--- config.mk ---
export PLATFORM = sky130hd
export DESIGN_NAME = data_mem_lsu
export DESIGN_NICKNAME = d
export VERILOG_FILES = /design/src/rtl/data_mem_lsu_pkg.sv /design/src/rtl/data_mem_lsu_load_align.sv /design/src/rtl/data_mem_lsu.sv
export SDC_FILE = /design/constraint.sdc
export NUM_CORES = 1
export LEC_CHECK = 0
export ABC_AREA = 1
export CAP_MARGIN = 20
export CELL_PAD_IN_SITES_DETAIL_PLACEMENT = 0
export CELL_PAD_IN_SITES_GLOBAL_PLACEMENT = 1
export CORE_AREA = 2 2 143 214
export CTS_CLUSTER_SIZE = 16
export DETAILED_ROUTE_END_ITERATION = 10
export DIE_AREA = 0 0 145 216
export GPL_TIMING_DRIVEN = 0
export PLACE_DENSITY_LB_ADDON = 0.1
export SLEW_MARGIN = 40
export SYNTH_ARGS = -nofsm -noshare
export SYNTH_HDL_FRONTEND = slang
export SYNTH_HIERARCHICAL = 1
export SYNTH_SLANG_ARGS = --single-unit
--- constraint.sdc ---
create_clock -name clk -period 2.1 [get_ports clk]
set_input_delay 0.63 -clock clk [delete_from_list [all_inputs] [get_ports clk]]
set_output_delay 0.63 -clock clk [all_outputs]
set_load 0.03 [all_outputs]
--- src/rtl/data_mem_lsu_pkg.sv ---
`timescale 1ns/1ps
// Shared definitions for the data-memory load/store unit: FSM state codes,
// load/store select encodings coming from the main decoder, and the
// store-data lane formatter.
package data_mem_lsu_pkg;

  typedef enum logic [1:0] {
    S_IDLE = 2'd0,
    S_REQ  = 2'd1,
    S_WAIT = 2'd2,
    S_DONE = 2'd3
  } lsu_state_t;

  localparam logic [3:0] LD_LW  = 4'b0001;
  localparam logic [3:0] LD_LB  = 4'b0101;
  localparam logic [3:0] LD_LBU = 4'b0110;
  localparam logic [3:0] LD_LH  = 4'b0111;
  localparam logic [3:0] LD_LHU = 4'b1000;
  localparam logic [3:0] LD_LWL = 4'b1001;
  localparam logic [3:0] LD_LWR = 4'b1010;

  localparam logic [2:0] SS_SW  = 3'b000;
  localparam logic [2:0] SS_SB  = 3'b001;
  localparam logic [2:0] SS_SH  = 3'b010;
  localparam logic [2:0] SS_SWL = 3'b011;
  localparam logic [2:0] SS_SWR = 3'b100;

  // Load selects that actually touch memory; anything else flagged
  // load-class (e.g. lui) completes without a bus access.
  function automatic logic load_sel_known(input logic [3:0] sel);
    case (sel)
      LD_LW, LD_LB, LD_LBU, LD_LH, LD_LHU, LD_LWL, LD_LWR: return 1'b1;
      default: return 1'b0;
    endcase
  endfunction

  // Places rt into the byte lanes selected by the store type and address.
  function automatic logic [31:0] store_format(input logic [2:0]  sel,
                                               input logic [1:0]  a,
                                               input logic [31:0] rt);
    case (sel)
      SS_SW:   return rt;
      SS_SB:   return {4{rt[7:0]}};
      SS_SH:   return {2{rt[15:0]}};
      SS_SWL:  return rt >> {2'd3 - a, 3'b000};
      SS_SWR:  return rt << {a, 3'b000};
      default: return rt;
    endcase
  endfunction

endpackage

--- src/rtl/data_mem_lsu_load_align.sv ---
`timescale 1ns/1ps
// Combinational load formatter: selects, extends and merges bus read data
// with rt for partial and unaligned loads.
module data_mem_lsu_load_align
  import data_mem_lsu_pkg::*;
(
  input  logic [3:0]  load_sel,
  input  logic [1:0]  a,
  input  logic [31:0] rdata,
  input  logic [31:0] rt,
  output logic [31:0] load_data
);

  logic [7:0]  byte_sel;
  logic [15:0] half_sel;

  // Pick the addressed byte and halfword out of the read word.
  always_comb begin
    byte_sel = rdata[7:0];
    case (a)
      2'd0: byte_sel = rdata[7:0];
      2'd1: byte_sel = rdata[15:8];
      2'd2: byte_sel = rdata[23:16];
      2'd3: byte_sel = rdata[31:24];
      default: byte_sel = rdata[7:0];
    endcase
    half_sel = a[1] ? rdata[31:16] : rdata[15:0];
  end

  // Extend or merge according to the load type.
  always_comb begin
    load_data = '0;
    case (load_sel)
      LD_LW:  load_data = rdata;
      LD_LB:  load_data = {{24{byte_sel[7]}}, byte_sel};
      LD_LBU: load_data = {24'd0, byte_sel};
      LD_LH:  load_data = {{16{half_sel[15]}}, half_sel};
      LD_LHU: load_data = {16'd0, half_sel};
      LD_LWL: begin
        case (a)
          2'd0: load_data = {rdata[7:0],  rt[23:0]};
          2'd1: load_data = {rdata[15:0], rt[15:0]};
          2'd2: load_data = {rdata[23:0], rt[7:0]};
          default: load_data = rdata;
        endcase
      end
      LD_LWR: begin
        case (a)
          2'd0: load_data = rdata;
          2'd1: load_data = {rt[31:24], rdata[31:8]};
          2'd2: load_data = {rt[31:16], rdata[31:16]};
          default: load_data = {rt[31:8], rdata[31:24]};
        endcase
      end
      default: load_data = '0;
    endcase
  end

endmodule

--- src/rtl/data_mem_lsu.sv ---
`timescale 1ns/1ps
// Load/store unit: accepts one memory op at a time, runs a single
// req/addr_ok/data_ok bus transaction, and returns the formatted result.
//
//   state  | meaning
//   IDLE   | op_ready high, waiting for op_valid
//   REQ    | data_req high, waiting for data_addr_ok
//   WAIT   | address accepted, waiting for data_data_ok
//   DONE   | resp_valid pulse, back to IDLE next cycle
module data_mem_lsu
  import data_mem_lsu_pkg::*;
#(
  parameter int unsigned TIMEOUT_CYCLES = 255
) (
  input  logic        clk,
  input  logic        resetn,
  input  logic        op_valid,
  output logic        op_ready,
  input  logic        mem_read,
  input  logic        mem_write,
  input  logic [31:0] addr,
  input  logic [3:0]  wen,
  input  logic [3:0]  load_sel,
  input  logic [2:0]  store_sel,
  input  logic [31:0] rt_value,
  output logic        data_req,
  output logic        data_wr,
  output logic [3:0]  data_wstrb,
  output logic [31:0] data_addr,
  output logic [31:0] data_wdata,
  input  logic        data_addr_ok,
  input  logic        data_data_ok,
  input  logic [31:0] data_rdata,
  output logic        resp_valid,
  output logic [31:0] resp_data,
  output logic        resp_err
);

  localparam int unsigned WD_W = (TIMEOUT_CYCLES > 1) ? $clog2(TIMEOUT_CYCLES) : 1;
  // Down-counter is loaded with TIMEOUT-1 so terminal count lands after
  // exactly TIMEOUT cycles spent in REQ+WAIT.
  localparam logic [WD_W-1:0] WD_LOAD = WD_W'(TIMEOUT_CYCLES - 1);

  lsu_state_t      state;
  logic [WD_W-1:0] wd_cnt;
  logic [3:0]      cap_load_sel;
  logic [1:0]      cap_a;
  logic [31:0]     cap_rt;
  logic [31:0]     align_data;
  logic            go_bus;
  logic            wd_tc;

  // A store wins over a load; stores with no strobes and unknown load
  // selects complete without touching the bus.
  assign go_bus = mem_write ? (wen != 4'b0000)
                            : (mem_read & load_sel_known(load_sel));
  assign wd_tc  = (TIMEOUT_CYCLES != 0) && (wd_cnt == '0);

  data_mem_lsu_load_align u_load_align (
    .load_sel  (cap_load_sel),
    .a         (cap_a),
    .rdata     (data_rdata),
    .rt        (cap_rt),
    .load_data (align_data)
  );

  // Sequencer, operand capture, bus outputs and watchdog.
  always_ff @(posedge clk or negedge resetn) begin
    if (!resetn) begin
      state        <= S_IDLE;
      op_ready     <= 1'b1;
      data_req     <= 1'b0;
      data_wr      <= 1'b0;
      data_wstrb   <= 4'b0000;
      data_addr    <= '0;
      data_wdata   <= '0;
      resp_valid   <= 1'b0;
      resp_err     <= 1'b0;
      resp_data    <= '0;
      wd_cnt       <= '0;
      cap_load_sel <= 4'b0000;
      cap_a        <= 2'b00;
      cap_rt       <= '0;
    end else begin
      case (state)
        S_IDLE: begin
          resp_valid <= 1'b0;
          resp_err   <= 1'b0;
          if (op_valid) begin
            op_ready     <= 1'b0;
            cap_load_sel <= load_sel;
            cap_a        <= addr[1:0];
            cap_rt       <= rt_value;
            data_wr      <= mem_write;
            data_wstrb   <= wen;
            data_addr    <= {addr[31:2], 2'b00};
            data_wdata   <= store_format(store_sel, addr[1:0], rt_value);
            resp_data    <= '0;
            if (go_bus) begin
              state    <= S_REQ;
              data_req <= 1'b1;
              wd_cnt   <= WD_LOAD;
            end else begin
              state      <= S_DONE;
              resp_valid <= 1'b1;
            end
          end
        end
        S_REQ: begin
          if (data_addr_ok) begin
            data_req <= 1'b0;
            if (data_data_ok) begin
              state      <= S_DONE;
              resp_valid <= 1'b1;
              resp_data  <= data_wr ? 32'd0 : align_data;
            end else begin
              state  <= S_WAIT;
              wd_cnt <= wd_cnt - 1'b1;
            end
          end else if (wd_tc) begin
            state      <= S_DONE;
            data_req   <= 1'b0;
            resp_valid <= 1'b1;
            resp_err   <= 1'b1;
            resp_data  <= '0;
          end else begin
            wd_cnt <= wd_cnt - 1'b1;
          end
        end
        S_WAIT: begin
          if (data_data_ok) begin
            state      <= S_DONE;
            resp_valid <= 1'b1;
            resp_data  <= data_wr ? 32'd0 : align_data;
          end else if (wd_tc) begin
            state      <= S_DONE;
            resp_valid <= 1'b1;
            resp_err   <= 1'b1;
            resp_data  <= '0;
          end else begin
            wd_cnt <= wd_cnt - 1'b1;
          end
        end
        S_DONE: begin
          state      <= S_IDLE;
          resp_valid <= 1'b0;
          resp_err   <= 1'b0;
          op_ready   <= 1'b1;
        end
        default: begin
          state    <= S_IDLE;
          op_ready <= 1'b1;
          data_req <= 1'b0;
        end
      endcase
    end
  end

endmodule

==> flow_summary_export.csv, run 1 <==
group,metric,value,unit
yosys,yosys.area_share.simple,40.8,%
yosys,synthMuxAreaShare,0,%
detailed_routing,drt-total-wl,46.4,mm
critical_path,crit_fanout,2,
die,start_util,35.6,%
yosys,yosysSeqAreaShare,36.1,%
yosys,synth_top_family_by_area,"simple AND/OR/NAND/NOR gates",
cts,worstSkewPairLatency,0.46,ns
die,fp.dieW,145,um
detailed_routing,drc,0,
grt,antenna_found_initial,0,
yosys,synth-seq-cells,151,
detailed_routing,dr.pass1.iters,5,
place,dp_hpwl,36.3,mm
critical_path,cp-start-kind,"flip-flop",
yosys,synthDistinctLibCells,40,
critical_path,crit_buf_inv,1,
place,dp.cells,2314,
die,core-area,29400,um^2
cts,cts_tree,"done",
layout,multi_input_area,5740,um^2
min_path,min_path_type,"input pin to asynchronous set/reset pin",
critical_path,r2r_start,"cap_a[0]$_DFFE_PN0P_",
timing,holdWs,0.0431,ns
critical_path,max_stage_delay,0.54,ns
timing,finalWorstSetupSlack,0.0627,ns
grt,gr-total-overflow,0,
grt,grt_usage,29.4,%
yosys,synthCells,1701,
place,io_buffers,215,
layout,register_area,3780,um^2
yosys,avgSynthCellArea,6.16,um^2
grt,grt_max_degree,71,
timing,fmax,491,MHz
grt,grt_pass1_wl,69.1,mm
die,rows,77,
timing,fin_crit_sh,97.0,%
cts,htreeDepth,4,
power,vdd_ir_drop_max,0.000643,V
timing,drv_slew,0,
grt,grt_pass1_vias,11624,
yosys,synthAdderAreaFrac,0.717,%
critical_path,crit_type,"flip-flop to output pin",
layout,diodes,0,
timing,rsz0062_at_grt,"true",
critical_path,crit_required,1.47,ns
power,total_power,18600,uW
critical_path,arrival,1.41,ns
yosys,synth_xor_area_share,0.334,%
timing,period_needed,2.04,ns
power,p_leak,0.00749,uW
die,die_y,216,um
die,dieArea,31300,um^2
layout,drive_above_1_share,8.54,%
place,dpl_cell_area,13200,um^2
die,io_pins,219,
cts,cts.path.max_buffers,2,
detailed_routing,drtIter0Drc,1078,
layout,n_fill_cell,3215,
cts,postCtsHoldBufs,0,
layout,nNetsFinal,2062,
place,dp_slack,-0.668,ns
timing,maxSlewHeadroom,62.0,%
timing,finalSetupViolations,0,
cts,cts_made_buffers,17,
power,power_density,1340,nW/um^2
critical_path,cp-startpoint,"op_ready$_DFFE_PN1P_",
critical_path,critPathTopFamily,"flip-flops",
yosys,synth_compound_area_share,12.2,%
cts,root_buffer,"clkbuf_16",
detailed_routing,ant_nets,0,
timing,hold_violations,0,
critical_path,crit_slowest_cell,"dfstp_2",
detailed_routing,wl_per_cell,19.7,um
cts,cts.clk_slew.worst_paths,0.08,ns
timing,skew,0.0157,ns
detailed_routing,vias,11923,
place,gp_congestion,0.982,
cts,clock-sinks,151,
detailed_routing,via_per_inst,5.07,
critical_path,crit_chain,"dlygate4sd2_1",
critical_path,crit_path_end_kind,"output pin",
layout,stdcell_area,13800,um^2
timing,worst_pin_slew,0.564,ns
layout,area_growth,32.2,%
run_status,status,"complete, no violations",
layout,fin_cells,2350,
job,maxCapViolCount,0,
yosys,yosysWarnings,6,
yosys,synth_area,10500,um^2
-- metal layers --
layer | up-vias | GRT usage, % | wire length [um]
li1 | 5853 | - | -
met1 | 5406 | 32.3 | 17500
met2 | 509 | 52.0 | 23100
met3 | 155 | 4.27 | 2450
met4 | 0 | 20.8 | 3410
met5 | - | 0 | 0
-- worst reg2reg max path: stages (launching register included) --
cell and delay [ns]:
dfrtp_1 0.38, buf_2 0.20, nand2_2 0.22, clkbuf_1 0.45, nand2_1 0.18, nand3_1 0.12, nand2_1 0.05, nor2_1 0.10
nand2_1 0.06, nand3_1 0.07, nand2_1 0.05
-- synthesized netlist by cell type --
library cell	number	area, um^2
nor3_1	1	5.00
o21a_1	1	7.51
nor4_1	1	6.26
nor3_2	2	20.0
o21ai_4	1	16.3
o211ai_1	9	67.6
dfrtp_1	150	3750
a22oi_1	2	15.0
nor2_4	2	22.5
a31oi_1	1	6.26
conb_1	1	3.75
buf_4	6	45.0
nand3_2	2	20.0
nand2_2	2	12.5
clkbuf_1	34	128
o21ai_1	16	80.1
and2_1	1	6.26
inv_1	153	574
nor2_2	5	31.3
inv_2	7	26.3
a21oi_2	6	52.6
nand3b_1	1	7.51
clkinv_1	1	3.75
buf_2	41	205
or2_2	7	43.8
dfstp_2	1	26.3
o21ai_0	143	716
a21boi_0	1	7.51
a21oi_1	59	295
ha_1	6	75.1
buf_1	7	26.3
o22ai_1	1	6.26
o31ai_1	1	7.51
nand3_4	2	35.0
nor2_1	134	503
buf_6	2	22.5
xor2_1	4	35.0
nand4_1	2	12.5
nand2_1	705	2650
nand3_1	180	901
-- through the flow --
step	util [%]	setup TNS, ns
2_1_floorplan	-	0
3_3_place_gp	44.7	-960.42
3_5_place_dp	44.9	-63.26
4_1_cts	46.8	0
5_1_grt	47.1	-1.11
6_report	47.1	0
-- placed cells by master, fill, tap and decap left out, drive strengths merged, types with 9 or more instances in the layout --
master and count:
o21ai 160, nand3 184, clkdlybuf4s50 109, inv 169, clkbuf 58, o211ai 9, buf 56, nand2 707
dlygate4sd2 104, nor2 141, a21oi 65, dfrtp 150
-- power by group --
part	internal (uW)	leakage [uW]	switching [uW]	total, uW
sequential	4090	0.00192	788	4870
clock	1630	0.000299	1560	3190
combinational	3170	0.00527	7360	10500
total	8880	0.00749	9710	18600
-- cells by family after synthesis --
family,Yosys count
flip-flops,151
buffers and inverters,251
adder cells (fa/ha/maj),6
AND/OR/NAND/NOR,1047
AO/OA/AOI/OAI,241
other,1
XOR/XNOR,4
-- what timing repair did --
action	in CTS	in global routing
resized for setup	135	49
cloned	0	0
setup buffers	1	3
setup endpoints to repair	218	100
pin swaps	1	1
-- layout make-up --
type	instances	share of cell area, %
well taps	395	3.57
inverters	161	4.37
repair buffers	221	15.3
multi-input cells	1300	41.5
plain buffers	90	3.55
clock buffers	17	3.07
flip-flops and latches	151	27.3
clock inverters	15	1.38
-- final timing paths --
path | to | slack, ns | cells past startpoint
worst max-delay path | op_ready | 0.06 | 1
worst min-delay path | resp_data[14]$_DFFE_PN0P_ | 0.04 | 1
worst max register to register | resp_data[3]$_DFFE_PN0P_ | 0.11 | 10
worst min register to register | resp_data[13]$_DFFE_PN0P_ | 0.47 | 2
max in group asynchronous | op_ready$_DFFE_PN1P_ | 1.39 | 2
min in group clk | resp_data[13]$_DFFE_PN0P_ | 0.47 | 2
-- flip-flops by register name, summed over array words and instances, names as in the netlist --
signal        cells
data_wr           1
state             2
data_addr        30
wd_cnt            8
cap_a             2
resp_data        32
data_wstrb        4
cap_load_sel      4
data_wdata       32
data_req          1
resp_valid        1
cap_rt           32
op_ready          1
resp_err          1
(Power assumes the default switching activity.)
==> inputs of run 2 (changes only) <==
HOLD_SLACK_MARGIN = 0.06   (was unset)
==> run 2 against run 1 <==
Compared with the run above: register-to-register slack got worse by 0.04 ns; clock power is essentially flat; sequential power hardly changed; power about the same; maximum frequency shrank 0.12%; critical endpoint unchanged.
==> flow_summary_export.csv, run 2 (synthesis gave the netlist of run 1 again) <==
group,metric,value,unit
cts,cts.clk_slew.worst_paths,0.08,ns
die,io_pins,219,
die,core-area,29400,um^2
cts,cts_made_buffers,17,
critical_path,cp-start-kind,"flip-flop",
layout,stdcell_area,13900,um^2
place,io_buffers,215,
timing,period_needed,2.04,ns
critical_path,crit_buf_inv,1,
grt,gr-total-overflow,0,
critical_path,crit_type,"flip-flop to output pin",
job,maxCapViolCount,0,
die,fp.dieW,145,um
cts,worstSkewPairLatency,0.46,ns
grt,grt_pass1_wl,69.1,mm
detailed_routing,dr_wl_met2,23.1,mm
cts,cts_tree,"done",
cts,cts.path.max_buffers,2,
place,gp_congestion,0.982,
critical_path,reg2reg_slack,0.07,ns
timing,fmax,490,MHz
die,rows,77,
detailed_routing,via_per_inst,5.08,
detailed_routing,vias,11953,
min_path,min_path_type,"flip-flop to flip-flop",
critical_path,crit_slowest_cell,"dfstp_2",
layout,diodes,0,
die,die_y,216,um
layout,register_area,3780,um^2
detailed_routing,drt-total-wl,46.5,mm
place,dp_hpwl,36.3,mm
timing,finalSetupViolations,0,
min_path,worstHoldEndpoint,"resp_data[13]$_DFFE_PN0P_",
power,total_power,18600,uW
power,power_density,1340,nW/um^2
critical_path,r2r_start,"cap_a[0]$_DFFE_PN0P_",
cts,clock-sinks,151,
min_path,hold_path_depth,2,
min_path,min-delay-start,"resp_data[13]$_DFFE_PN0P_",
die,start_util,35.6,%
detailed_routing,wl_met1,17.4,mm
timing,tns,0,ns
layout,multi_input_area,5740,um^2
critical_path,crit_path_end_kind,"output pin",
timing,hold_violations,0,
run_status,status,"complete, no violations",
detailed_routing,drc,0,
detailed_routing,top_layer_used,"met4",
critical_path,crit_required,1.47,ns
layout,largestRegisters,"cap_rt (32), data_wdata (32), resp_data (32)",
grt,grt_pass1_vias,11632,
grt,grt_usage,29.4,%
die,dieArea,31300,um^2
timing,worst_pin_slew,0.575,ns
grt,antenna_found_initial,0,
layout,area_growth,32.3,%
place,dpl_cell_area,13200,um^2
detailed_routing,drtIter0Drc,1030,
grt,grt_max_degree,71,
place,dp_slack,-0.668,ns
layout,layout_commonest_cell,"nand2_1",
power,p_leak,0.00750,uW
detailed_routing,met3_length,2.53,mm
critical_path,worstRegToRegCells,10,
detailed_routing,dr.pass1.iters,5,
detailed_routing,ant_nets,0,
timing,holdWs,0.466,ns
layout,most-common-layout-cells,"nand2_1 (700), nand3_1 (180), inv_1 (151)",
power,vdd_ir_drop_max,0.000643,V
critical_path,max_stage_delay,0.54,ns
critical_path,crit_chain,"dlygate4sd2_1",
detailed_routing,wl_per_cell,19.8,um
timing,skew,0.0174,ns
layout,drive_above_1_share,8.54,%
timing,maxSlewHeadroom,61.7,%
critical_path,critPathTopFamily,"flip-flops",
critical_path,crit_fanout,2,
timing,drv_slew,0,
cts,htreeDepth,4,
layout,nNetsFinal,2063,
critical_path,arrival,1.41,ns
layout,n_fill_cell,3214,
timing,rsz0062_at_grt,"true",
timing,finalWorstSetupSlack,0.0603,ns
critical_path,r2r_end,"resp_data[25]$_DFFE_PN0P_",
timing,fin_crit_sh,97.1,%
cts,root_buffer,"clkbuf_16",
==> run 2: worst min-delay path: cells and delay by family (launching register included) <==
family | cells | cell delay, ns
flops | 1 | 0.34
simple gates | 2 | 0.09
==> run 2: final cells by class <==
cell class / instances / share of cell area [%]
plain buffers: 90 / 3.55
clock buffers: 17 / 3.07
clock inverters: 15 / 1.38
inverters: 161 / 4.36
multi-input cells: 1300 / 41.4
flip-flops and latches: 151 / 27.3
well taps: 395 / 3.57
repair buffers: 222 / 15.3
==> run 2: worst max path at each step <==
stage                    startpoint                   endpoint  slack [ns]  cells past startpoint
2_1_floorplan               addr[0]  data_wdata[1]$_DFFE_PN0P_        0.42                      9
3_3_place_gp                 resetn  data_addr[11]$_DFFE_PN0P_       -5.98                      1
3_5_place_dp         data_rdata[31]  resp_data[20]$_DFFE_PN0P_       -0.67                     10
4_1_cts        state[0]$_DFFE_PN0N_  data_addr[30]$_DFFE_PN0P_        0.01                      8
5_1_grt        state[1]$_DFFE_PN0N_      wd_cnt[3]$_DFFE_PN0P_       -0.06                     10
6_report       op_ready$_DFFE_PN1P_                   op_ready        0.06                      1
==> run 2: per-stage QoR <==
stage          cells  utilization [%]
6_report        2351             47.1
5_1_grt         2351             47.1
4_1_cts         2348             46.8
3_5_place_dp    2314             44.9
3_3_place_gp    2312             44.7
2_1_floorplan   1702                -
==> run 2: per-layer routing <==
layer  vias up  global-route usage [%]
met3       151                    4.25
met5         -                       0
met4         0                    20.8
met2       511                    52.0
li1       5858                       -
met1      5433                    32.3
==> run 2: report_power, final <==
group | internal [uW] | switching, uW | leakage, uW | total [uW]
logic | 3170 | 7380 | 0.00528 | 10500
registers | 4090 | 789 | 0.00192 | 4880
clock network | 1630 | 1560 | 0.000299 | 3190
==> run 2: what timing repair did <==
item | 4_1_cts | 5_1_grt
pin swaps | 1 | 1
buffers inserted | 1 | 3
hold buffers | 1 | 0
endpoints found under the setup margin | 218 | 100
gates resized for setup | 135 | 49
endpoints found under the hold margin | 35 | 0
==> inputs of run 3 (changes only) <==
CORE_AREA = 2 2 144 216   (was 2 2 143 214)
DIE_AREA = 0 0 146 218   (was 0 0 145 216)
PLACE_DENSITY_LB_ADDON = 0.25   (was 0.1)
SYNTH_HIERARCHICAL = unset   (was 1)
TNS_END_PERCENT = 30   (was unset)
==> run 3 against run 2 <==
Compared with the run above: power increased by 1.6%; largest power group unchanged; sequential share of layout area fell by 0.60 points; setup slack got worse by 0.0035 ns; synthesized cell count fell by 1.6%; clock-buffer cell count stayed put; clock skew is 0.0016 ns higher; via count up 1.6%; highest routed layer unchanged.
==> flow_summary_export.csv, run 3 <==
group,metric,value,unit
yosys,synthFlopType,"dfrtp_1",
layout,multi_input_area,6030,um^2
critical_path,cp-start-kind,"input pin",
layout,register_area,3780,um^2
run_status,status,"complete, no violations",
layout,layout_commonest_cell,"nand2_1",
timing,maxSlewHeadroom,52.1,%
detailed_routing,drtIter0Drc,787,
cts,clock-sinks,151,
yosys,synth_top_area_share,35.4,%
layout,area_growth,33.7,%
layout,most-common-layout-cells,"nand2_1 (714), dfrtp_1 (150), nand3_1 (133)",
layout,diodes,0,
place,dp_hpwl,37.1,mm
timing,worst_pin_slew,0.719,ns
power,p_sw,9920,uW
critical_path,arrival,2.40,ns
grt,grt_max_degree,71,
cts,worstSkewPairLatency,0.46,ns
power,power.share.clock,16.8,%
layout,drive_above_1_share,11.0,%
layout,final_core_utilization,47.1,%
die,core-area,30100,um^2
critical_path,critPathTopFamily,"simple AND/OR/NAND/NOR gates",
die,start_util,35.2,%
critical_path,max_stage_delay,0.52,ns
job,maxCapViolCount,0,
detailed_routing,dr.pass1.iters,5,
timing,fin_crit_sh,97.3,%
place,dp_slack,-0.910,ns
critical_path,crit_buf_inv,1,
yosys,synth_edf_count,0,
grt,antenna_found_initial,0,
grt,grt_pass1_vias,12181,
yosys,synth_area_leaders,"dfrtp_1 (35%), nand2_1 (25%), nand3_1 (6.4%)",
min_path,hold_path_depth,2,
critical_path,crit_fanout,9,
critical_path,cp-startpoint,"data_rdata[7]",
power,seqPwrFrac,25.6,%
place,gp_congestion,0.990,
power,power_density,1340,nW/um^2
timing,rsz0062_at_grt,"true",
cts,cts_made_buffers,17,
power,power_frac_comb,57.6,%
die,io_pins,219,
layout,nNetsFinal,2042,
layout,fin_cells,2335,
power,p_leak,0.00752,uW
layout,largestRegisters,"cap_rt (32), data_wdata (32), resp_data (32)",
die,rows,78,
timing,fmax,489,MHz
cts,cts.path.max_buffers,2,
detailed_routing,ant_nets,0,
critical_path,crit_slowest_cell,"clkdlybuf4s50_1",
detailed_routing,vias,12140,
place,io_buffers,214,
grt,grt_usage,30.8,%
timing,skew,0.0190,ns
critical_path,crit_required,2.45,ns
detailed_routing,via_per_inst,5.20,
layout,n_fill_cell,3257,
timing,drv_slew,0,
critical_path,worstRegToRegCells,11,
yosys,synth_area,10600,um^2
critical_path,crit_type,"input pin to flip-flop",
cts,cts.clk_slew.worst_paths,0.08,ns
yosys,synth-seq-cells,151,
critical_path,reg2reg_slack,0.07,ns
power,vdd_ir_drop_max,0.000720,V
cts,cts_tree,"done",
critical_path,cp_common_cell,"nand2_1",
power,internal-power,9000,uW
die,die_y,218,um
cts,htreeDepth,4,
yosys,synthCells,1673,
detailed_routing,drc,0,
timing,finalSetupViolations,0,
timing,finalWorstSetupSlack,0.0568,ns
cts,root_buffer,"clkbuf_16",
yosys,synth_top_cell_by_area,"dfrtp_1",
critical_path,crit_chain,"clkdlybuf4s50_1, nand2_1, nand2_1, nor2_4, nor2_8, nor2_8, nand3_1, nand2_1, nand2_1, nand2_1, nand2_1",
yosys,synthTopCellsByCount,"nand2_1 (718), dfrtp_1 (150), nand3_1 (135)",
yosys,yosysSeqAreaShare,35.7,%
yosys,async_reset_ff_share,100,%
yosys,synthDistinctLibCells,45,
yosys,yosysWarnings,0,
grt,grt_pass1_wl,73.5,mm
timing,hold_violations,0,
yosys,synth_most_common_cell,"nand2_1",
min_path,min-delay-start,"data_addr[7]$_DFFE_PN0P_",
place,dp.cells,2290,
detailed_routing,wl_per_cell,20.8,um
min_path,min_path_type,"flip-flop to flip-flop",
yosys,avgSynthCellArea,6.33,um^2
critical_path,r2r_start,"cap_a[1]$_DFFE_PN0P_",
critical_path,crit_path_end_kind,"flip-flop",
timing,period_needed,2.04,ns
critical_path,crit_cells,11,
die,dieArea,31800,um^2
detailed_routing,drt-total-wl,48.6,mm
grt,gr-total-overflow,0,
power,swShare,52.4,%
die,fp.dieW,146,um
## run 3: cell types whose count changed in the layout (fill, tap and decap cells not counted), moves of 11 or more
cell	before	now
inv_1	151	114
nand3_1	180	133
nand2_1	700	714
buf_2	36	20
buf_4	12	25
o21ai_0	140	129
## run 3: area by class of cell
type / count / area share, %
repair buffers: 229 / 15.5
well taps: 400 / 3.53
clock buffers: 17 / 3.00
clock inverters: 15 / 1.26
flip-flops and latches: 151 / 26.7
multi-input cells: 1300 / 42.6
plain buffers: 92 / 3.91
inverters: 131 / 3.53
## run 3: logic make-up after synthesis
family	Yosys count	synth area share, %
compound gates	249	13.1
fa+ha+maj	6	0.709
flops	151	35.7
xor+xnor	5	0.414
buf+inv	223	9.25
other cells	1	0.0354
simple gates	1038	40.8
## run 3: stage by stage
| stage | cell area, um^2 | hold slack, ns | TNS [ns] | total power [uW] |
|---|---|---|---|---|
| floorplan | 10600 | 0.334 | 0 | 11500 |
| global placement | 13200 | 0.462 | -1007.52 | 15900 |
| detailed placement | 13300 | 0.465 | -72.08 | 15900 |
| CTS | 14000 | 0.481 | -0.0502 | 18800 |
| global route | 14200 | 0.500 | -0.0377 | 20200 |
| finish | 14200 | 0.474 | 0 | 18900 |
## run 3: power groups by stage
stage               Clock, uW  Sequential (uW)  Combinational [uW]
finish                   3180             4840               10900
global route             3360             4990               11900
CTS                      3240             4840               10700
detailed placement          0             4900               11000
global placement            0             4880               11000
floorplan                   0             6050                5410
## run 3: worst reg2reg max path, stage by stage (launching register included)
cell	delay [ns]
dfrtp_1	0.37
buf_6	0.14
buf_2	0.21
nor2_1	0.47
nand2_1	0.11
nand3_1	0.09
nand2_1	0.05
nand3_1	0.21
nand2_1	0.13
nand2_1	0.08
nand2_1	0.05
nand2_1	0.06
## run 3: routing by layer
metal	part of all wire (%)	up-vias	GRT usage (%)	routed length, um
met5	0	-	0	0
met4	7.5	0	22.0	3650
met3	5.5	158	5.10	2690
met2	50	493	55.2	24500
met1	36	5656	32.6	17700
li1	-	5833	-	-
## run 3: worst paths after layout
kind,endpoint
max in group asynchronous,data_wstrb[2]$_DFFE_PN0P_
min in group asynchronous,resp_data[9]$_DFFE_PN0P_
worst max-delay path,resp_data[18]$_DFFE_PN0P_
worst max register to register,resp_data[18]$_DFFE_PN0P_
worst min register to register,data_addr[7]$_DFFE_PN0P_
worst min-delay path,data_addr[7]$_DFFE_PN0P_
## run 3: repair_timing
action,in CTS,in global routing
pin swaps,1,5
hold buffers,1,0
endpoints found under the setup margin,241,130
setup buffers,3,9
gates resized for setup,150,65
hold endpoints to repair,26,0
